**src/rtl/seg_timer_pkg.sv**
```systemverilog
// rtl/seg_timer_pkg.sv - shared types and constants for the segmented timer bank
//   tmr_state_t : per-channel state (IDLE, RUN, DONE)
//   CNT_W_DEF   : default counter / terminal-count width
//   TERM_*      : standard terminal counts at 50 MHz
package seg_timer_pkg;

  typedef enum logic [1:0] {
    IDLE = 2'd0,
    RUN  = 2'd1,
    DONE = 2'd2
  } tmr_state_t;

  localparam int CNT_W_DEF  = 26;

  localparam int TERM_1S34  = 67_000_000;
  localparam int TERM_10MS  = 500_000;
  localparam int TERM_1MS   = 50_000;

endpackage

```
**src/rtl/seg_timer_ch.sv**
```systemverilog
// rtl/seg_timer_ch.sv - one timer channel: effective terminal, counter, state, expiry
//   Optional macro: SEG_TIMER_WARN_EN adds the registered warn output.
//   clk, rst_n : clock, asynchronous active-low reset
//   en         : run enable, low pauses the channel
//   clr        : synchronous clear, overrides everything else
//   periodic   : 0 = one-shot (sticky full), 1 = periodic tick
//   term       : raw terminal count
//   full       : one-shot expired, held until clr
//   tick       : one-cycle pulse on each expiry
//   warn       : pre-expiry warning (SEG_TIMER_WARN_EN only)
module seg_timer_ch
  import seg_timer_pkg::*;
#(
  parameter int CNT_W      = CNT_W_DEF,
  parameter int FAST_SIM   = 0,
  parameter int FAST_SHIFT = 11
) (
  input  logic             clk,
  input  logic             rst_n,
  input  logic             en,
  input  logic             clr,
  input  logic             periodic,
  input  logic [CNT_W-1:0] term,
  output logic             full,
  output logic             tick
`ifdef SEG_TIMER_WARN_EN
  ,
  output logic             warn
`endif
);

  tmr_state_t       state_q, state_d;
  logic [CNT_W-1:0] cnt_q, cnt_d;
  logic             full_d, tick_d;

  logic [CNT_W-1:0] t_raw, t_eff, t_m1;

  // A zero terminal would never expire; the shortest meaningful period is 1.
  assign t_raw = (FAST_SIM != 0) ? (term >> FAST_SHIFT) : term;
  assign t_eff = (t_raw == '0) ? CNT_W'(1) : t_raw;
  assign t_m1  = t_eff - CNT_W'(1);

  always_comb begin
    state_d = state_q;
    cnt_d   = cnt_q;
    full_d  = full;
    tick_d  = 1'b0;
    if (clr) begin
      cnt_d   = '0;
      full_d  = 1'b0;
      state_d = en ? RUN : IDLE;
    end else begin
      case (state_q)
        // IDLE is a pause: the edge on which en returns already counts, so a
        // pause of N low cycles delays expiry by exactly N.
        IDLE, RUN: begin
          if (en) begin
            state_d = RUN;
            // >= so that lowering term below the current count expires at
            // once instead of wrapping through the full counter range.
            if (cnt_q >= t_m1) begin
              tick_d = 1'b1;
              if (periodic) begin
                cnt_d = '0;
              end else begin
                cnt_d   = t_eff;
                full_d  = 1'b1;
                state_d = DONE;
              end
            end else begin
              cnt_d = cnt_q + CNT_W'(1);
            end
          end else begin
            state_d = IDLE;
          end
        end
        DONE:    state_d = DONE;
        default: state_d = IDLE;
      endcase
    end
  end

  always_ff @(posedge clk or negedge rst_n) begin
    if (!rst_n) begin
      state_q <= IDLE;
      cnt_q   <= '0;
      full    <= 1'b0;
      tick    <= 1'b0;
    end else begin
      state_q <= state_d;
      cnt_q   <= cnt_d;
      full    <= full_d;
      tick    <= tick_d;
    end
  end

`ifdef SEG_TIMER_WARN_EN
  logic [CNT_W-1:0] t_warn;
  logic             warn_d;

  // Warn covers the last quarter of a one-shot run; computed from the next
  // state so the registered output drops on the expiry edge itself.
  assign t_warn = t_eff - (t_eff >> 2);
  assign warn_d = (state_d == RUN) && !periodic && (cnt_d >= t_warn);

  always_ff @(posedge clk or negedge rst_n) begin
    if (!rst_n) begin
      warn <= 1'b0;
    end else begin
      warn <= warn_d;
    end
  end
`endif

endmodule

```
**src/rtl/seg_timer_bank.sv**
```systemverilog
// rtl/seg_timer_bank.sv - bank of NUM_CH independent programmable interval timers
//   Optional macro: SEG_TIMER_WARN_EN adds the warn output vector.
//   clk, rst_n : clock, asynchronous active-low reset
//   en         : per-channel run enable
//   clr        : per-channel synchronous clear (highest priority)
//   periodic   : per-channel mode, 0 = one-shot, 1 = periodic
//   term       : packed terminal counts, channel i at term[i*CNT_W +: CNT_W]
//   full       : per-channel sticky one-shot expiry
//   tick       : per-channel one-cycle expiry pulse
//   warn       : per-channel pre-expiry warning (SEG_TIMER_WARN_EN only)
module seg_timer_bank
  import seg_timer_pkg::*;
#(
  parameter int NUM_CH     = 4,
  parameter int CNT_W      = CNT_W_DEF,
  parameter int FAST_SIM   = 0,
  parameter int FAST_SHIFT = 11
) (
  input  logic                    clk,
  input  logic                    rst_n,
  input  logic [NUM_CH-1:0]       en,
  input  logic [NUM_CH-1:0]       clr,
  input  logic [NUM_CH-1:0]       periodic,
  input  logic [NUM_CH*CNT_W-1:0] term,
  output logic [NUM_CH-1:0]       full,
  output logic [NUM_CH-1:0]       tick
`ifdef SEG_TIMER_WARN_EN
  ,
  output logic [NUM_CH-1:0]       warn
`endif
);

  for (genvar i = 0; i < NUM_CH; i++) begin : g_ch
    seg_timer_ch #(
      .CNT_W      (CNT_W),
      .FAST_SIM   (FAST_SIM),
      .FAST_SHIFT (FAST_SHIFT)
    ) u_ch (
      .clk      (clk),
      .rst_n    (rst_n),
      .en       (en[i]),
      .clr      (clr[i]),
      .periodic (periodic[i]),
      .term     (term[i*CNT_W +: CNT_W]),
      .full     (full[i]),
      .tick     (tick[i])
`ifdef SEG_TIMER_WARN_EN
      ,
      .warn     (warn[i])
`endif
    );
  end

endmodule

```
**config.mk**
```make
export PLATFORM = sky130hd
export DESIGN_NAME = seg_timer_bank
export DESIGN_NICKNAME = d
export VERILOG_FILES = /design/src/rtl/seg_timer_pkg.sv /design/src/rtl/seg_timer_ch.sv /design/src/rtl/seg_timer_bank.sv
export SDC_FILE = /design/constraint.sdc
export NUM_CORES = 1
export LEC_CHECK = 0
export ABC_AREA = 1
export CAP_MARGIN = 10
export CORE_MARGIN = 8
export CORE_UTILIZATION = 30
export CTS_BUF_LIST = sky130_fd_sc_hd__clkbuf_4
export DETAILED_ROUTE_END_ITERATION = 6
export DONT_BUFFER_PORTS = 1
export GPL_TIMING_DRIVEN = 0
export MAX_ROUTING_LAYER = met4
export PLACE_DENSITY = 0.56
export SYNTH_ARGS = -nofsm -noshare
export SYNTH_HDL_FRONTEND = slang
export SYNTH_HIERARCHICAL = 1
export SYNTH_SLANG_ARGS = --single-unit
```
**constraint.sdc**
```tcl
create_clock -name clk -period 2.2 [get_ports clk]
set_input_delay 0.11 -clock clk [delete_from_list [all_inputs] [get_ports clk]]
set_output_delay 0.11 -clock clk [all_outputs]
set_load 0.03 [all_outputs]
```
Word level (Yosys, flattened, before mapping)
Index checks and enable logic that the tools add are counted.
- register bits after elaboration: 120
- bits of input ports: 118
- output and inout bits: 8
- word-level logic and storage cells: 156
- add/sub/neg operators: 8
- magnitude comparators: 4
- equal/unequal tests: 12
- multiplexer cells: 84
- reductions and logical operators: 32
- operators by type and width (kind ; number):
    26-bit two-way mux ; 24
    26-bit by 1-bit adder with 26-bit output (second input constant) ; 4
    26-bit >= comparator ; 4
    26-bit logical NOT ; 4
    26-bit by 1-bit subtractor with 26-bit output (second input constant) ; 4
    1-bit two-way mux ; 40
    2-bit two-way mux ; 16
    2-bit nonzero test ; 12
    2-bit case mux with 2 select lines ; 4
    4-bit AND reduction ; 4
    2-bit by 1-bit == test with 1-bit output (second input constant) ; 4
    2-bit == test (second input constant) ; 4
    2-bit logical NOT ; 4
    2-bit inequality test (second input constant) ; 4
    2-bit AND reduction ; 4
    2-bit OR reduction ; 4

Longest topological paths before layout
- depth after elaboration: 8
- mapped depth: 29
- mapped depth without buffers: 28

Hierarchy
The synthesis kept the hierarchy.
- modules (own cells, without submodules) (module ; times used ; cells an instance ; area each (µm²) ; sequential area each (µm²)):
    seg_timer_ch at g_ch[1].u_ch ... ; 2 ; 632 ; 3656.0 ; 750.7
    seg_timer_ch at g_ch[3].u_ch ; 1 ; 632 ; 3921.3 ; 750.7
    seg_timer_ch at g_ch[0].u_ch ; 1 ; 627 ; 3741.1 ; 750.7

Worst setup path after synthesis
No wires, ideal clock.
- path kind: input to register
- start: input port term[42]
- end: register g_ch[1].u_ch.state_q[0]
- setup time: 113 ps
- arrival time: 2878 ps
- data required time: 2087 ps
- slack: -791 ps
- stages: 26
- buffers on the path: 2
- cells stage by stage: nor2_1 -> nand2_1 -> nor2_1 -> nand2_1 -> nor2_1 -> nor2_2 -> ha_1 -> nand3_1 -> nor2_1 -> nand2_1 -> inv_1 -> nand2_1 -> xnor2_1 -> inv_1 -> ha_1 -> nand2_1 -> nor2_2 -> nand2_1 -> nor2_1 -> nand2_2 -> nand3_2 -> buf_6 -> buf_6 -> nand3_1 -> nand2_1 -> inv_1
- cells in the longest elaborated chain, start to end: 8
- ends and longest elaborated chain (what ; line ; RTL):
    start: declaration ; seg_timer_bank.sv:24 ; input logic [NUM_CH*CNT_W-1:0] term,
    26-bit logical NOT ; seg_timer_ch.sv:40 ; assign t_eff = (t_raw == '0) ? CNT_W'(1) : t_raw;
    26-bit two-way mux * ; seg_timer_ch.sv:40 ;
    26-bit by 1-bit subtractor with 26-bit output * ; seg_timer_ch.sv:41 ; assign t_m1 = t_eff - CNT_W'(1);
    26-bit >= comparator * ; seg_timer_ch.sv:61 ; if (cnt_q >= t_m1) begin
    2-bit two-way mux * ; seg_timer_ch.sv:61 ;
    2-bit two-way mux * ; seg_timer_ch.sv:57 ; if (en) begin
    2-bit case mux with 2 select lines * ; seg_timer_ch.sv:53 ; case (state_q)
    2-bit two-way mux * ; seg_timer_ch.sv:48 ; if (clr) begin
    net g_ch[1].u_ch.state_d[0] ; seg_timer_ch.sv:32 ; tmr_state_t state_q, state_d;
    end signal: assignment ; seg_timer_ch.sv:90 ; state_q <= state_d;
    end: declaration ; seg_timer_ch.sv:32 ;
The timed path passes the listed nets; every way through them passes the cells marked *.
A chain may end at the register's enable or synchronous reset.

Worst setup path in the final report
- start: input port term[55]
- end: register g_ch[2].u_ch.cnt_q[25]
- cells in the longest elaborated chain, start to end: 8
- elaborated cells between the ends (all ways): 9
- classes of those cells: add/sub (1); order compare (1); mux (6); reduce/logical (1)
- ends and longest elaborated chain (what ; line ; RTL):
    26-bit logical NOT ; seg_timer_ch.sv:40 ;
    26-bit two-way mux * ; seg_timer_ch.sv:40 ;
    26-bit by 1-bit subtractor with 26-bit output ; seg_timer_ch.sv:41 ;
    26-bit >= comparator ; seg_timer_ch.sv:61 ;
    26-bit two-way mux * ; seg_timer_ch.sv:61 ;
    26-bit two-way mux * ; seg_timer_ch.sv:57 ;
    26-bit two-way mux * ; seg_timer_ch.sv:53 ;
    26-bit two-way mux * ; seg_timer_ch.sv:48 ;
    end signal: assignment ; seg_timer_ch.sv:91 ; cnt_q <= cnt_d;
    end: declaration ; seg_timer_ch.sv:33 ; logic [CNT_W-1:0] cnt_q, cnt_d;
Mark *: on every way between the ends. The rest lies on a longest branch, timed or not. The select of a mux whose other input is x is not followed.

==> reports/metrics.yaml <==
status: "finished, violations left"
violations: "negative hold slack, negative setup slack"
synthTopCellsByArea: "nand2_1 (23%), dfrtp_1 (20%), nor2_1 (10%)"
fin_total_pwr_w: 0.00507
gr-usage-all-layers: 0.202
tns_ns: -25.56
grt_pass1_vias: 16901
fp.dieH_um: 239
fmax_ghz: 0.391
clkSinkCount: 120
antenna_found_initial: 2
synth_top_cell_by_area: "nand2_1"
critPathRequiredTime_ns: 2.68
syn2layout_area_growth_pct: 36.2
peakVddDrop_v: 0.000287
grt_first_pass_wirelength_mm: 90.7
port_buffers: 0
synthSimpleGateAreaFrac: 0.519
viasPerCell: 5.03
synth_ff_type: "dfrtp_1"
die-area_mm2: 0.0573
setup_viol: 119
ys_seq_area_frac: 0.201
synth_compound_area_frac: 0.0371
power.density_mw_per_mm2: 249
synth.most_common_cell: "nand2_1"
synthMuxAreaShare: 0
intPower_w: 0.00335
placed_cells: 3195
synth_warnings: 6
layout_setup_ws_ns: -0.355
ctsHoldBuffers: 122
path_class: "input pin to flop"
postRouteAntennaNets: 0
vias: 17394
synth_top_area_share: 0.228
async_flop_share: 1.00
synth_xor_area_frac: 0.0573
synth_top_family_by_area: "simple AND/OR/NAND/NOR gates"
crit_fanout: 7
clk_latency_ns: 0.59
worst_hold_slack_ns: -0.798
ys_ff_latch: 120
nNetsFinal: 3001
cts_buffer_depth: 2
crit_slowest_cell: "ha_1"
cp.arrival_ns: 3.03
grt_start_max_net_pins: 121
crit_top_cell: "nand2_2"
rows: 82
drive_gt1_frac: 0.214
hold_class: "input pin to async pin"
overflow: 0
finalMaxSlewViolations: 0
synth_common_cells: "nand2_1 (910), nor2_1 (411), inv_1 (257)"
avgSynthCellArea_um2: 5.94
die_x_um: 239
cp-start-kind: "input pin"
numCtsBuffers: 17
p_leak_nw: 9.62
cts_tree: "done"
syn_area_mm2: 0.0150
drt_iter0_markers: 1355
p_sw_frac: 0.339
initial_utilization: 0.301
fin_crit_ns: 2.55
p_sw_w: 0.00172
power_frac_seq: 0.443
post-route-drc-count: 0
ys_types: 45
min_period_over_period: 1.16
core-area_mm2: 0.0498
first_pass_iters: 6
finalCoreUtilization: 0.410
globalplace.congestion: 0.959
clkPwrFrac: 0.337
worst_pin_slew_ns: 0.921
wl_mm: 58.1
combPwrFrac: 0.220
clkTransAtPathRegs_ns: 0.14
worstSetupEndpointType: "flop"
synthAdderAreaFrac: 0.0936
dp_hpwl_mm: 42.3
htreeDepth: 4
synth_nets: 2753
synthCells: 2523
instances_no_fill: 3460
cts-root-buf: "clkbuf_4"
avgRoutedWirePerCell_um: 16.8
hold_violations: 120
rsz0062_at_grt: "yes"
io_pins: 126
maxSlewHeadroom: 0.386
clock_skew_ns: 0.0263
synth_edf_count: 0
max_stage_delay_ns: 0.29
drv_cap: 0
## cell families (layout without fill, tap and decap cells)
| family | after synthesis | after routing |
|---|---|---|
| and+or+nand+nor | 1773 | 1773 |
| buffers and inverters | 330 | 591 |
| DFF | 120 | 120 |
| adders and majority gates | 112 | 112 |
| xor gates and xnor gates | 98 | 98 |
| AOI/OAI and AO/OA | 90 | 90 |
| other | 0 | 4 |
## per-stage QoR
stage	setup WS (ns)	hold slack [ns]	instance area [µm²]
after floorplan	-0.591	-0.186	15300
after global placement	-1.23	-0.175	16100
after detailed placement	-1.26	-0.175	16100
after CTS	-0.215	-0.895	19500
after global routing	-0.493	-0.877	20400
final	-0.355	-0.798	20400
## cells in the final DEF (no fill, tap or decap), types with 13 or more instances in the layout
| cell type | n |
|---|---|
| nand4_1 | 110 |
| nor3_1 | 15 |
| nand2_1 | 798 |
| dlygate4sd3_1 | 122 |
| a21oi_1 | 26 |
| nand2_2 | 63 |
| nand3_4 | 17 |
| buf_12 | 13 |
| buf_8 | 14 |
| clkbuf_4 | 19 |
| nor2_1 | 339 |
| clkbuf_1 | 17 |
| nand3_2 | 89 |
| xnor2_1 | 28 |
| inv_1 | 236 |
| nor2_4 | 63 |
| buf_6 | 18 |
| nand3_1 | 120 |
| o21ai_0 | 17 |
| nor2_2 | 52 |
| nand2_4 | 66 |
| xor2_1 | 67 |
| ha_1 | 105 |
| inv_2 | 24 |
| dfrtp_1 | 119 |
| buf_4 | 78 |
## repair_timing
action | 4_1_cts | 5_1_grt
buffers inserted | 89 | 19
gates resized for setup | 263 | 183
endpoints found under the setup margin | 120 | 120
cloned | 10 | 3
pin swaps | 179 | 170
hold endpoints to repair | 237 | 120
## path summary, 6_finish.rpt
kind / endpoint / cells past startpoint / slack, ns / from
setup reg to reg: g_ch[1].u_ch/cnt_q[5] / 13 / -0.08 / g_ch[1].u_ch/cnt_q[0]
setup / recovery: g_ch[2].u_ch/cnt_q[25] / 26 / -0.35 / term[55]
min in group clk: g_ch[3].u_ch/cnt_q[0] / 7 / 0.12 / term[78]
max in group asynchronous: g_ch[0].u_ch/cnt_q[15] / 0 / 2.77 / rst_n
hold reg to reg: g_ch[3].u_ch/state_q[1] / 1 / 0.45 / g_ch[3].u_ch/state_q[0]
hold / removal: g_ch[3].u_ch/state_q[0] / 0 / -0.80 / rst_n
## cell type report
cell class	count	area, µm²
multi-input cells	2073	12400
clock buffers	18	135
clock inverters	14	133
fillers	5221	29400
flip-flops and latches	120	3000
repair buffers	234	2430
plain buffers	49	420
well taps	672	841
diodes	4	10.0
inverters	276	1060
## flip-flops by register name, indices dropped and copies added, names as in the netlist
register	count
g_ch.u_ch/full	4
g_ch.u_ch/cnt_q	104
g_ch.u_ch/state_q	8
g_ch.u_ch/tick	4
## power groups by stage
stage          logic [W]  clock network (W)  registers (W)
4_1_cts          0.00104            0.00179        0.00225
2_1_floorplan   0.000568                  0        0.00228
3_3_place_gp    0.000727                  0        0.00229
6_report         0.00111            0.00171        0.00225
5_1_grt          0.00122            0.00185        0.00225
3_5_place_dp    0.000747                  0        0.00229
## layer usage
layer	track usage	wire length [µm]	vias up
li1	-	-	8566
met3	0.0304	3550	100
met5	-	0	-
met1	0.257	25600	8131
met2	0.329	27500	597
met4	0.0579	1420	0
## critical path: cells and delay by family
family	cells	cell delay, ns
xor gates and xnor gates	1	0.16
adders and majority gates	2	0.51
buffers and inverters	5	0.51
and+or+nand+nor	18	1.74
(Power assumes the default switching activity.)
